$ cat src/rtl/sdam_master.sv
// sdam_master: transmit-side controller for the SDAM serial link.
// Arbitrates N_REQ requesters. It serializes the winning 8-bit address and
// 16-bit data word onto sda as one 27-cycle frame:
//   start(0), pad(1), addr[0..7], data[0..15], tail(1)
// After each frame it drives GAP optional idle cycles, then returns to IDLE.
//
// Ports:
//   scl      clock, all logic on posedge
//   reset    synchronous active-high reset
//   req      per-requester request, held until gnt
//   addr_in  requester i address in [8i+7:8i]
//   data_in  requester i data in [16i+15:16i]
//   gnt      one-hot pulse in the start-bit cycle (request latched)
//   done     one-hot pulse in the tail cycle (frame fully sent)
//   busy     high whenever the FSM is not IDLE
//   sda      registered serial line, idles high
//
// Build option: define SDAM_MASTER_FIXED_PRIO_EN for fixed priority, where the
// lowest index wins. The default build uses round-robin arbitration.
module sdam_master #(
   parameter int unsigned N_REQ = 4,
   parameter int unsigned GAP   = 0
) (
   input  logic                  scl,
   input  logic                  reset,
   input  logic [N_REQ-1:0]      req,
   input  logic [N_REQ*8-1:0]    addr_in,
   input  logic [N_REQ*16-1:0]   data_in,
   output logic [N_REQ-1:0]      gnt,
   output logic [N_REQ-1:0]      done,
   output logic                  busy,
   output logic                  sda
);

   localparam int unsigned IDX_W = (N_REQ > 1) ? $clog2(N_REQ) : 1;
   localparam int unsigned SH_W  = 24;

   typedef enum logic [2:0] {
      S_IDLE,
      S_START,
      S_PAD,
      S_ADDR,
      S_DATA,
      S_TAIL,
      S_GAP
   } state_e;

   state_e              state_q;
   logic [SH_W-1:0]     shift_q;
   logic [3:0]          bit_cnt_q;
   logic [3:0]          gap_cnt_q;
   logic [IDX_W-1:0]    win_q;
   logic [N_REQ-1:0]    gnt_q;
   logic [N_REQ-1:0]    done_q;
   logic                busy_q;
   logic                sda_q;

   logic                win_vld_c;
   logic [IDX_W-1:0]    win_idx_c;
   logic [7:0]          win_addr_c;
   logic [15:0]         win_data_c;

   function automatic logic [N_REQ-1:0] onehot(input logic [IDX_W-1:0] idx);
      logic [N_REQ-1:0] oh;
      oh = '0;
      for (int i = 0; i < int'(N_REQ); i++) begin
         oh[i] = (idx == IDX_W'(i));
      end
      return oh;
   endfunction

`ifdef SDAM_MASTER_FIXED_PRIO_EN
   // Fixed priority: scan from the top so the lowest requesting index wins.
   always_comb begin
      win_vld_c = 1'b0;
      win_idx_c = '0;
      for (int i = int'(N_REQ) - 1; i >= 0; i--) begin
         if (req[i]) begin
            win_vld_c = 1'b1;
            win_idx_c = IDX_W'(i);
         end
      end
   end
`else
   logic [IDX_W-1:0] ptr_q;
   logic [IDX_W-1:0] cand_c;

   // Round-robin: search starts one past the last winner and wraps.
   always_comb begin
      win_vld_c = 1'b0;
      win_idx_c = '0;
      cand_c    = '0;
      for (int k = 1; k <= int'(N_REQ); k++) begin
         cand_c = IDX_W'((int'(ptr_q) + k) % int'(N_REQ));
         if (!win_vld_c && req[cand_c]) begin
            win_vld_c = 1'b1;
            win_idx_c = cand_c;
         end
      end
   end
`endif

   // Winner payload mux.
   always_comb begin
      win_addr_c = '0;
      win_data_c = '0;
      for (int i = 0; i < int'(N_REQ); i++) begin
         if (win_idx_c == IDX_W'(i)) begin
            win_addr_c = addr_in[i*8 +: 8];
            win_data_c = data_in[i*16 +: 16];
         end
      end
   end

   // Frame FSM; every output is registered alongside the state.
   always_ff @(posedge scl) begin
      if (reset) begin
         state_q   <= S_IDLE;
         shift_q   <= '0;
         bit_cnt_q <= '0;
         gap_cnt_q <= '0;
         win_q     <= '0;
         gnt_q     <= '0;
         done_q    <= '0;
         busy_q    <= 1'b0;
         sda_q     <= 1'b1;
`ifndef SDAM_MASTER_FIXED_PRIO_EN
         ptr_q     <= IDX_W'(N_REQ - 1);
`endif
      end else begin
         gnt_q  <= '0;
         done_q <= '0;
         case (state_q)
            S_IDLE: begin
               sda_q  <= 1'b1;
               busy_q <= 1'b0;
               if (win_vld_c) begin
                  shift_q <= {win_data_c, win_addr_c};
                  win_q   <= win_idx_c;
                  gnt_q   <= onehot(win_idx_c);
                  sda_q   <= 1'b0;
                  busy_q  <= 1'b1;
                  state_q <= S_START;
`ifndef SDAM_MASTER_FIXED_PRIO_EN
                  ptr_q   <= win_idx_c;
`endif
               end
            end
            S_START: begin
               sda_q   <= 1'b1;
               state_q <= S_PAD;
            end
            S_PAD: begin
               // Launch addr[0]; the shifter then feeds one bit per edge.
               sda_q     <= shift_q[0];
               shift_q   <= {1'b1, shift_q[SH_W-1:1]};
               bit_cnt_q <= '0;
               state_q   <= S_ADDR;
            end
            S_ADDR: begin
               sda_q   <= shift_q[0];
               shift_q <= {1'b1, shift_q[SH_W-1:1]};
               if (bit_cnt_q == 4'd7) begin
                  bit_cnt_q <= '0;
                  state_q   <= S_DATA;
               end else begin
                  bit_cnt_q <= bit_cnt_q + 4'd1;
               end
            end
            S_DATA: begin
               if (bit_cnt_q == 4'd15) begin
                  sda_q   <= 1'b1;
                  done_q  <= onehot(win_q);
                  state_q <= S_TAIL;
               end else begin
                  sda_q     <= shift_q[0];
                  shift_q   <= {1'b1, shift_q[SH_W-1:1]};
                  bit_cnt_q <= bit_cnt_q + 4'd1;
               end
            end
            S_TAIL: begin
               sda_q <= 1'b1;
               if (GAP > 0) begin
                  gap_cnt_q <= '0;
                  state_q   <= S_GAP;
               end else begin
                  busy_q  <= 1'b0;
                  state_q <= S_IDLE;
               end
            end
            S_GAP: begin
               sda_q <= 1'b1;
               if (gap_cnt_q == 4'(GAP - 1)) begin
                  busy_q  <= 1'b0;
                  state_q <= S_IDLE;
               end else begin
                  gap_cnt_q <= gap_cnt_q + 4'd1;
               end
            end
            default: begin
               sda_q   <= 1'b1;
               busy_q  <= 1'b0;
               state_q <= S_IDLE;
            end
         endcase
      end
   end

   assign gnt  = gnt_q;
   assign done = done_q;
   assign busy = busy_q;
   assign sda  = sda_q;

endmodule
$ cat config.mk
export PLATFORM = sky130hd
export DESIGN_NAME = sdam_master
export DESIGN_NICKNAME = d
export VERILOG_FILES = /design/src/rtl/sdam_master.sv
export SDC_FILE = /design/constraint.sdc
export NUM_CORES = 1
export LEC_CHECK = 0
export BUFFER_PORTS_ARGS = -buffer_cell sky130_fd_sc_hd__buf_2
export CAP_MARGIN = 20
export CELL_PAD_IN_SITES_DETAIL_PLACEMENT = 1
export CELL_PAD_IN_SITES_GLOBAL_PLACEMENT = 1
export CORE_ASPECT_RATIO = 1.1
export CORE_MARGIN = 5
export CORE_UTILIZATION = 38
export DETAILED_ROUTE_END_ITERATION = 16
export PLACE_DENSITY = 0.95
export SLEW_MARGIN = 20
export SYNTH_ARGS = -nofsm -noshare
export SYNTH_HDL_FRONTEND = slang
export SYNTH_SLANG_ARGS = --single-unit
export TNS_END_PERCENT = 20
$ cat constraint.sdc
create_clock -name scl -period 6 [get_ports scl]
set_input_delay 1.8 -clock scl [delete_from_list [all_inputs] [get_ports scl]]
set_output_delay 1.8 -clock scl [all_outputs]
set_load 0.005 [all_outputs]
==> results.md, run 1 <==
- The count of final max-slew check failures was 0.
- In this run the critical register-to-register path is launched from state_q[2].
- The startpoint of the tightest hold check path is win_q[0].
- Once detail routing completed, the nets flagged for antenna violations numbered 0.
- After clock tree synthesis, the flow added hold-fix buffers numbering 0.
- The die covers around 9400 um^2.
- Setup repair after global routing left no endpoint under its margin.
- The cell repeated most along the worst path is sky130_fd_sc_hd__or3_1.
- Among all stages on the critical path, the largest delay is contributed by sky130_fd_sc_hd__or3_1.
- The count of endpoints failing setup in the final report is 0.
- Overall power consumption after layout is estimated at 987 uW.
- The core region is between 7000 and 8000 um^2.
- Summing over every cut layer, the via total after detailed routing is about 3200.
- After detailed routing, the total wire length is 10400 um.
- The share of post-route cells with drive strength above 1 is 0.319.
- The insertion delay to the later sink of the worst-skew pair is 0.31 ns.
- The sequential element share of the synthesized area is 0.340.
- Adding up every negative setup slack in the final design gives 0 ns.
- Counting flops and latches in the post-synthesis netlist gives 49.
- Each instance of the synthesized netlist takes up on average 8.38 um^2.
- The final hold violation count is 0.
- The worst path in the final design needs a cycle of 3.54 ns, including I/O delays and setup.
- The post-synthesis to final-layout area growth is 22.7%.
- For the worst setup path, the data arrival time is 3.74 ns.
- The period utilization is 0.591.
- The static leakage is about 0.0014 uW.
- Traced cell by cell, the critical path runs through buf_2 -> nor4_2 -> or3_1 -> nor3_1 -> or3_1.
- In this run the worst path has a maximum fanout of 15.
- The global placement routability congestion is 0.903.
- The startpoint class of the critical path is a primary input.
- The main flop type after synthesis is sky130_fd_sc_hd__dfxtp_1.
- The number of enable flip-flop cells after synthesis is 0.
- Summed over all layers, the global routing overflow is 0.
- 0 antenna diodes ended up in the layout.
- The measured slew at the worst slew-check pin is about 0.93 ns.
- For this run, the total global-route usage over all layers was measured as 0.215.
- The clock-pin slew on the worst setup and hold paths is 0.09 ns.
- The number of primary I/O pins is between 100 and 150.
- In this run, the number of DRC markers left after iteration 0 of detailed routing was 238.
- For this configuration, the core starts out at a cell density of 0.388.
- The number of antenna violations at the first check in global routing is 0.
- The number of global-route vias before repair is around 3400.
- The flow ran to the end, and the final reports show no timing, DRC or antenna violations.
- The H-tree was split into 2 levels.
- Data on the critical path is required at its endpoint by 6.19 ns.
- When the netlist entered floorplanning its net count stood at 448.
- Across the VDD grid, the largest voltage drop is 105 uV.
- The buffer cell driving the clock tree root is sky130_fd_sc_hd__clkbuf_8.
- The largest clock skew in the final design is 0.00519 ns.
- The maximum count of clock buffers along a single path is 2.
- In the routed design, unresolved DRC markers number 0.
- The worst slew slack as a fraction of its limit is 0.380.
- The critical path capture point type is a flip-flop.
- The type of the worst setup path is in2reg.
- The start point of the critical path is req[1].
- The CTS tree is done.
- Using the TritonRoute via totals, the vias-per-cell ratio works out to slightly above 6.
- The number of optimization iterations in the first detailed-route pass is 4.
- The cell count after synthesis is between 300 and 400.
- The total number of clock tree sinks is 49.
- Static timing analysis puts the maximum clock frequency at 282 MHz.
- The delay of the slowest cell on the worst path is 0.65 ns.
- The floorplan die height is about 100 um.
- The number of buffers inserted by port buffering is roughly 110.
- The final routed wire length divided by cell count is roughly 20 um.
- The first global-routing pass estimated 16200 um of wire.
- The tightest min-delay check is of the reg2reg type.
- In this run the horizontal extent of the chip is 93.0 um.
- Row generation in the floorplan step produced 33 rows.
- For this run, the number of Yosys warnings is 0.
- The power per standard cell area is about 280 nW/um^2.
- Clock tree synthesis inserted a total of 5 buffers.
- Across the run, the number of max-cap violations was 0.
- The number of setup buffers added after CTS is 0.
- In this run, distinct cell masters in the synthesized netlist total 60.
- The detailed placer's ending HPWL is 7520 um.
- Counting flops with an async set or reset pin after synthesis yields a share of 0.
- The synthesized cell area is 2880 um^2.
- The largest net degree at the start of global routing is 47.
- Gates resized during post-CTS repair numbered 0.
- The count of nets after finishing is 539.
-- sequential cells by signal, summed over array words and instances (netlist names), 2 cells and up --
name / flops
ptr_q: 2
gnt: 4
bit_cnt_q: 4
gap_cnt_q: 4
shift_q: 24
win_q: 2
state_q: 3
done: 4
-- power by group --
group | switching (uW) | internal [uW] | total, uW
clock | 114 | 136 | 250
combinational | 188 | 135 | 323
sequential | 43.7 | 370 | 414
-- area by class of cell --
class                      instances  area [um^2]
clock buffer                       7         86.3
clock inverter                     1         30.0
fill                             947         3900
inverter                           3         11.3
multi-input combinational        263         1750
sequential                        49          981
tap                               87          109
timing repair buffer             113          571
-- stage by stage --
step / util / instances / hold slack (ns) / worst slack [ns] / instance area, um^2
global route: 0.476 / 523 / 0.526 / 2.37 / 3540
global placement: 0.460 / 515 / 0.452 / 2.33 / 3420
CTS: 0.476 / 523 / 0.485 / 2.47 / 3540
finish: 0.476 / 523 / 0.477 / 2.46 / 3540
detailed placement: 0.460 / 515 / 0.463 / 2.21 / 3420
floorplan: - / 344 / 0.429 / 2.85 / 2880
-- layer usage --
layer  part of all wire  GRT usage
met1               0.40      0.246
met2               0.52      0.393
met3              0.052     0.0371
met4              0.029     0.0891
met5                  0          0
-- critical path, delay by kind of cell --
family / cells / cell delay, ns
and+or+nand+nor: 4 / 1.74
buffers and inverters: 1 / 0.18
-- final timing paths --
check | to | slack, ns | cells past startpoint
max | ptr_q[0] | 2.46 | 5
min reg2reg | done[2] | 0.48 | 1
min | done[2] | 0.48 | 1
max reg2reg | shift_q[9] | 3.33 | 6
-- synth_stat cells (4+ instances only) --
master	count	area, um^2
sky130_fd_sc_hd__o22ai_1	30	188
sky130_fd_sc_hd__o21ai_0	12	60.1
sky130_fd_sc_hd__nand2b_1	8	50.1
sky130_fd_sc_hd__o221ai_1	16	140
sky130_fd_sc_hd__a2111oi_2	4	60.1
sky130_fd_sc_hd__nor2_1	34	128
sky130_fd_sc_hd__a22oi_1	6	45.0
sky130_fd_sc_hd__nand3_1	9	45.0
sky130_fd_sc_hd__dfxtp_1	49	981
sky130_fd_sc_hd__or3_1	4	25.0
sky130_fd_sc_hd__mux2i_1	6	60.1
sky130_fd_sc_hd__o211ai_1	5	37.5
sky130_fd_sc_hd__a31oi_1	19	119
sky130_fd_sc_hd__and3_1	5	31.3
sky130_fd_sc_hd__a21oi_1	17	85.1
sky130_fd_sc_hd__clkbuf_1	11	41.3
sky130_fd_sc_hd__nand2_1	17	63.8
sky130_fd_sc_hd__nor2b_1	20	125
sky130_fd_sc_hd__buf_2	11	55.1
-- kinds of logic after synthesis --
group	count (synthesis)	share of synthesized area
mux	11	0.0404
flops	49	0.340
xor+xnor	3	0.00912
buf+inv	32	0.0573
compound gates	133	0.336
fa+ha+maj	2	0.00868
simple gates	114	0.209
-- cell usage in the layout, fill, tap and decap left out, drive strengths merged, types with 4 or more instances in the layout --
cell type	Yosys	final
a2111oi	4	4
dfxtp	49	49
o21ai	13	13
buf	17	113
mux2i	6	6
and3	5	5
or2	4	4
nor2b	20	20
o221ai	17	17
nand3	9	9
a21oi	17	17
clkbuf	12	7
o22ai	30	30
mux2	5	5
nor2	35	35
nand2b	8	8
or3	4	4
a22oi	6	6
nand2	17	17
o211ai	5	5
a31oi	19	19
No activity file was read; power rests on OpenSTA's default activity.
==> run 2: changes to the inputs <==
--- a/config.mk
+++ b/config.mk
@@ -11,9 +11,9 @@
 export CELL_PAD_IN_SITES_GLOBAL_PLACEMENT = 1
 export CORE_ASPECT_RATIO = 1.1
 export CORE_MARGIN = 5
-export CORE_UTILIZATION = 38
+export CORE_UTILIZATION = 35
 export DETAILED_ROUTE_END_ITERATION = 16
-export PLACE_DENSITY = 0.95
+export PLACE_DENSITY = 0.91
 export SLEW_MARGIN = 20
 export SYNTH_ARGS = -nofsm -noshare
 export SYNTH_HDL_FRONTEND = slang
==> constraint.sdc (replaced) <==
create_clock -name scl -period 3.7 [get_ports scl]
set_input_delay 1.11 -clock scl [delete_from_list [all_inputs] [get_ports scl]]
set_output_delay 1.11 -clock scl [all_outputs]
set_load 0.005 [all_outputs]
==> run 2 against run 1 <==
  * Final cell count is 4.0% higher
  * Largest power group unchanged
  * Via count is 2.7% lower
  * Clock-buffer cell count stayed put
  * Clock power is 25% higher
  * First-iteration DRC count is 23% lower
  * Non-clock buffer count stayed put
  * Critical path type unchanged
==> results.md, run 2 (same netlist as run 1, synthesis figures left out) <==
- The flow ran to the end, and the final reports show no timing, DRC or antenna violations.
- The kind of path behind the tightest hold check is reg2reg.
- The largest net degree at the start of global routing was 47 (unchanged).
- The largest clock skew in the final design is 0.00728 ns (+0.00210 ns).
- The post-route setup TNS came to 0 ns (unchanged).
- The flip-flop count of the largest register, all copies and words added is 24 (unchanged).
- For this run, the top clock speed supported by timing is 359 MHz.
- The startpoint identified for the worst register-to-register timing path is state_q[2].
- The static leakage was 0.00142 uW (-1.4%).
- The library cells used most frequently in the layout, excluding fill and tap cells, are 111 x sky130_fd_sc_hd__buf_2, 49 x sky130_fd_sc_hd__dfxtp_1, 34 x sky130_fd_sc_hd__nor2_1.
- The number of setup buffers added after CTS was 0 (unchanged).
- The total detailed-routing wirelength is 9910 um (-4.3%).
- The global-route wire length before repair is 16100 um (-1.0%).
- The number of diodes is 0 (unchanged).
- The maximum count of clock buffers along a single path is 2 (unchanged).
- The final hold violation count is 0 (unchanged).
- The number of filler instances in the final layout is 1017 (+7.4%).
- The DRC violations left was 0 (unchanged).
- The reg-to-reg setup timing slack is 1.24 ns (-2.09 ns).
- The final routed wire length divided by cell count is 18.2 um (-8.0%).
- Subtracting the final worst setup slack from the clock period gives approximately 2.8 ns.
- The number of buffers inserted by port buffering came to 111 (unchanged).
- The worst slew slack as a fraction of its limit is 0.335 (-0.0450).
- The maximum vdd drop is 165 uV (+58%).
- Setup repair after global routing left no endpoint under its margin.
- The number of hold-repair buffers added at the cts stage is 0 (unchanged).
- The detailed placer's ending HPWL is 7480 um (-0.58%).
- The register name with the most flops is shift_q.
- The utilization after layout is 0.444 (-0.0321).
- The count of cells along the worst hold path came to 1 (unchanged).
- The post-synthesis to final-layout area growth is 22.4%.
- The width of the chip is 96.5 um (+3.7%).
- The count of standard-cell rows is 34 (+3.0%).
- The buffer cell driving the clock tree root is sky130_fd_sc_hd__clkbuf_8.
- The type of the worst setup path is in2reg.
- The core outline area is 7960 um^2 (+7.0%).
- The worst reg-to-reg path cell count is 5 (-1).
- The total global routing track utilization came to 0.196 (-0.0186).
- The count of final max-slew check failures is 0 (unchanged).
- The measured slew at the worst slew-check pin was 0.997 ns (+0.0675 ns).
- The delay of the slowest cell on the worst path is 0.63 ns (-0.02 ns).
- The initial detailed-routing violation count was 183 (-23%).
- The number of antenna violations at the first check in global routing is 0 (unchanged).
- The leftover overflow at the end of global routing is 0 (unchanged).
- The critical-path maximum fanout was 15 (unchanged).
- The number of global-route vias before repair is 3367 (-1.3%).
- TritonCTS built the clock tree.
- The required time of the critical path is 3.89 ns (-2.30 ns).
- The initial cell density of the core was 0.362 (-0.0255).
- The number of H-tree branching levels was 2 (unchanged).
- The area enclosed by the die boundary came to 10200 um^2 (+7.7%).
- The period utilization is 0.753.
- The number of buffers inserted during clock tree synthesis came to 5 (unchanged).
- The insertion delay to the later sink of the worst-skew pair is 0.30 ns (about the same).
- The power per standard cell area is 423 nW/um^2 (+51%).
- The number of vias in the routed layout came to 3114 (-2.7%).
- The remaining antenna violation count is 0 (unchanged).
- The critical path's slowest cell is sky130_fd_sc_hd__or3_1.
- The most common cell after layout, fill and taps aside is sky130_fd_sc_hd__buf_2.
- The count of endpoints failing setup in the final report came to 0 (unchanged).
- The count of nets after finishing is 539 (unchanged).
- The critical path capture point type is a flip-flop.
- The worst setup path is launched from a primary input.
- The global placement routability congestion is 0.842 (-6.8%).
- The count of maximum capacitance violations is 0 (unchanged).
- The total number of clock tree sinks is 49 (unchanged).
- The arrival time at the worst endpoint is 2.98 ns (-0.76 ns).
- The share of post-route cells with drive strength above 1 came to 0.317 (-0.00229).
- The number of resized instances in the post-cts repair step was 0 (unchanged).
- The floorplan die height is 105 um (+3.8%).
- The number of primary I/O pins is 112 (unchanged).
- The destination of the worst register-to-register timing path is shift_q[17].
- Traced cell by cell, the critical path runs through buf_2 -> nor4_2 -> or3_1 -> a21oi_1 -> a2111oi_2.
- The clock-pin slew on the worst setup and hold paths is 0.09 ns (about the same).
- The number of optimization iterations in the first detailed-route pass is 4 (unchanged).
- The startpoint of the tightest hold check path is win_q[0].
- The mean number of vias per cell is 5.72 (-6.5%).
- The path with the worst hold slack has its endpoint at done[2].
-- run 2: layout make-up --
cell class	instances	area [um^2]	share of cell area
Inverter	3	11.3	0.00319
Sequential cell	49	981	0.278
Clock inverter	1	7.51	0.00213
Clock buffer	7	76.3	0.0216
Tap cell	108	135	0.0383
Multi-Input combinational cell	263	1750	0.495
Timing Repair Buffer	113	571	0.162
-- run 2: per-layer routing --
layer	vias to the layer above	GRT usage	wire length, um
met5	-	0	0
met4	0	0.0581	228
met3	18	0.0367	534
met2	87	0.353	5180
met1	1507	0.230	3960
li1	1502	-	-
-- run 2: worst max-delay path by stage --
stage                      start     endpoint  depth (start not counted)
after floorplan           req[1]  shift_q[16]                          6
after global placement    req[1]     ptr_q[0]                          5
after detailed placement  req[1]  shift_q[18]                          5
after CTS                 req[1]  shift_q[18]                          5
after global routing      req[1]  shift_q[18]                          5
final                     req[1]  shift_q[18]                          5
-- run 2: stage by stage --
step	hold slack, ns	total power [uW]	cells	area, um^2	setup WS [ns]
finish	0.485	1490	544	3530	0.915
global route	0.517	1590	544	3530	0.760
CTS	0.488	1500	544	3530	0.909
detailed placement	0.471	1190	536	3450	0.623
global placement	0.449	1160	536	3450	0.697
floorplan	0.429	1030	344	2880	1.24
-- run 2: report_power, final --
group	total, uW	switching [uW]	internal (uW)
combinational	514	295	219
clock	312	178	134
sequential	667	66.8	600
total	1490	540	953
-- run 2: critical path, delay by kind of cell --
kind,cells,cell delay [ns]
compound gates,2,0.47
buf+inv,1,0.18
simple gates,2,1.21
==> run 3: changes to the inputs <==
--- a/config.mk
+++ b/config.mk
@@ -11,9 +11,9 @@
 export CELL_PAD_IN_SITES_GLOBAL_PLACEMENT = 1
 export CORE_ASPECT_RATIO = 1.1
 export CORE_MARGIN = 5
-export CORE_UTILIZATION = 35
+export CORE_UTILIZATION = 32
 export DETAILED_ROUTE_END_ITERATION = 16
-export PLACE_DENSITY = 0.91
+export PLACE_DENSITY = 0.88
 export SLEW_MARGIN = 20
 export SYNTH_ARGS = -nofsm -noshare
 export SYNTH_HDL_FRONTEND = slang
==> constraint.sdc (replaced) <==
create_clock -name scl -period 2.4 [get_ports scl]
set_input_delay 0.72 -clock scl [delete_from_list [all_inputs] [get_ports scl]]
set_output_delay 0.72 -clock scl [all_outputs]
set_load 0.005 [all_outputs]
==> run 3 against run 2 <==
  * Routed wire length increased by 3.7%
  * Power increased by 71%
  * Sequential power increased by 53%
  * Cell area increased by 5.8%
  * First-iteration DRC count increased by 2.2%
  * Non-clock buffer count increased by 20
  * Critical path depth unchanged
  * Global-route usage decreased by 0.84 points
  * Final cell count increased by 4.8%
  * Clock-buffer cell count decreased by 1
  * Largest cell class unchanged
==> results.md, run 3 (same netlist as run 1, synthesis figures left out) <==
- The flow ran to the end, and the final reports show no timing, DRC or antenna violations.
- The flip-flop count of the largest register, all copies and words added is 24 (unchanged).
- The buffer cell driving the clock tree root is sky130_fd_sc_hd__clkbuf_8.
- The floorplan die height is 110 um (+4.1%).
- The worst register-to-register path begins at state_q[1].
- The number of global-route vias before repair came to 3500 (+4.0%).
- The count of maximum capacitance violations is 0 (unchanged).
- The number of primary I/O pins was 112 (unchanged).
- The initial cell density of the core came to 0.327 (-0.0358).
- The largest net degree at the start of global routing is 33 (-30%).
- The power per standard cell area is 683 nW/um^2 (+61%).
- The area enclosed by the die boundary came to 11000 um^2 (+8.4%).
- The number of H-tree branching levels is 2 (unchanged).
- The critical-path maximum fanout is 14 (-1).
- The share of post-route cells with drive strength above 1 was 0.351 (+0.0344).
- Setup repair after global routing left no endpoint under its margin.
- The switching power as a share of total power is 0.345 (-0.0163).
- The start point of the critical path is state_q[1].
- The number of buffers inserted during clock tree synthesis is 5 (unchanged).
- The share of power burned in the clock network is 0.249 (+0.040).
- The total global routing track utilization is 0.188 (-0.00840).
- The total number of clock tree sinks is 49 (unchanged).
- The insertion delay to the later sink of the worst-skew pair is 0.31 ns (about the same).
- The DRC violations left is 0 (unchanged).
- The initial detailed-routing violation count is 187 (+2.2%).
- The worst slew slack as a fraction of its limit is 0.530 (+0.195).
- The count of endpoints failing setup in the final report came to 0 (unchanged).
- Counting flops per register, the top entry is shift_q.
- The count of final max-slew check failures is 0 (unchanged).
- The count of nets after finishing is 559 (+3.7%).
- The proportion of power drawn by flip-flops and latches came to 0.400 (-0.047).
- The required time of the critical path was 2.63 ns (-1.26 ns).
- The core outline area is 8830 um^2 (+11%).
- The static leakage is 0.00154 uW (+8.6%).
- The number of hold-repair buffers added at the cts stage is 0 (unchanged).
- The mean number of vias per cell is 5.58 (-2.5%).
- The most common cell after layout, fill and taps aside is sky130_fd_sc_hd__buf_2.
- The startpoint identified for the worst hold timing path is win_q[1].
- The global placement routability congestion is 0.849 (+0.81%).
- The count of standard-cell rows came to 36 (+5.9%).
- The length of routed met2 wiring is 5430 um (+4.8%).
- The leftover overflow at the end of global routing is 0 (unchanged).
- The internal power was 1670 uW (+75%).
- The width of the chip is 100 um (+4.1%).
- The clock-pin slew on the worst setup and hold paths came to 0.10 ns (about the same).
- The power dissipated by switching net loads is 881 uW (+63%).
- The final routed wire length divided by cell count was 18.0 um (-1.0%).
- The final critical delay including setup and external delays is 2.14 ns.
- The startpoint class of the critical path is a flip-flop.
- The routed length on met1 is 4140 um (+4.4%).
- The length of routed met3 wiring was 465 um (-13%).
- The maximum vdd drop is 317 uV (+92%).
- In the layout the commonest cells are 111 x sky130_fd_sc_hd__buf_2, 49 x sky130_fd_sc_hd__dfxtp_1, 34 x sky130_fd_sc_hd__nor2_1.
- The number of optimization iterations in the first detailed-route pass is 4 (unchanged).
- The global-route wire length before repair came to 16600 um (+3.5%).
- The remaining antenna violation count is 0 (unchanged).
- The number of resized instances in the post-cts repair step is 0 (unchanged).
- Dividing the final minimum period by the clock period gives 0.892.
- The number of setup buffers added after CTS is 0 (unchanged).
- The detailed placer's ending HPWL came to 7810 um (+4.4%).
- The number of vias in the routed layout is 3181 (+2.2%).
- The measured slew at the worst slew-check pin is 0.704 ns (-0.293 ns).
- The post-synthesis to final-layout area growth is 29.6%.
- The number of buffers inserted by port buffering was 111 (unchanged).
- STA classifies the critical path endpoint as a flip-flop.
- The largest clock skew in the final design is 0.0106 ns (+0.00335 ns).
- The setup path with the least slack is of type reg2reg.
- The final hold slack is 0.489 ns (+0.00458 ns).
- The proportion of power drawn by combinational gates came to 0.351 (+0.007).
- The number of diodes is 0 (unchanged).
- The number of antenna violations at the first check in global routing came to 0 (unchanged).
- The CTS tree is done.
- The post-route setup TNS was 0 ns (unchanged).
- The kind of path behind the tightest hold check is reg2reg.
- The maximum count of clock buffers along a single path is 2 (unchanged).
- The arrival time at the worst endpoint is 2.38 ns (-0.60 ns).
- After detailed routing, no signal wire sits above met4.
- The final hold violation count is 0 (unchanged).
- The highest attainable clock frequency is 467 MHz.
- The total detailed-routing wirelength is 10300 um (+3.7%).
-- run 3: changes by cell type in the layout (fill, tap and decap cells not counted) --
cell,before,now
sky130_fd_sc_hd__buf_12,0,1
sky130_fd_sc_hd__buf_4,2,21
sky130_fd_sc_hd__clkbuf_1,2,0
sky130_fd_sc_hd__clkbuf_8,5,6
sky130_fd_sc_hd__bufinv_16,0,1
-- run 3: critical path, cell delays in order (launching register included) --
cell	delay (ns)
sky130_fd_sc_hd__dfxtp_1	0.62
sky130_fd_sc_hd__nor2b_1	0.55
sky130_fd_sc_hd__o211ai_1	0.30
sky130_fd_sc_hd__o21ai_0	0.28
sky130_fd_sc_hd__o21ai_0	0.18
sky130_fd_sc_hd__nor2_1	0.14
-- run 3: stage by stage --
step | area (um^2) | utilization | power, uW | setup slack [ns] | instances
6_report | 3740 | 0.423 | 2550 | 0.260 | 570
2_1_floorplan | 2880 | - | 1590 | 0.331 | 344
3_5_place_dp | 3620 | 0.410 | 1920 | 0.00159 | 562
4_1_cts | 3740 | 0.423 | 2550 | 0.331 | 570
5_1_grt | 3740 | 0.423 | 2690 | 0.128 | 570
3_3_place_gp | 3620 | 0.410 | 1880 | 0.0975 | 562
-- run 3: final timing paths --
path	end	slack, ns	depth (start not counted)
setup reg to reg	bit_cnt_q[0]	0.26	5
hold reg to reg	done[2]	0.49	2
setup / recovery	bit_cnt_q[0]	0.26	5
hold / removal	done[2]	0.49	2
-- run 3: metal layers --
layer,GRT usage,up-vias
li1,-,1541
met1,0.212,1532
met2,0.351,87
met3,0.0349,21
met4,0.0635,0
met5,0,-
-- run 3: power by group through the flow --
stage	Combinational, uW	Sequential (uW)	Clock (uW)
2_1_floorplan	605	987	0
3_3_place_gp	847	1030	0
3_5_place_dp	882	1030	0
4_1_cts	896	1020	639
5_1_grt	982	1030	676
6_report	896	1020	634
-- run 3: cell type report --
cell class | count | area [um^2]
clock buffer | 6 | 82.6
tap | 114 | 143
clock inverter | 2 | 37.5
inverter | 3 | 11.3
multi-input combinational | 263 | 1750
sequential | 49 | 981
timing repair buffer | 133 | 733
fill | 1162 | 5090
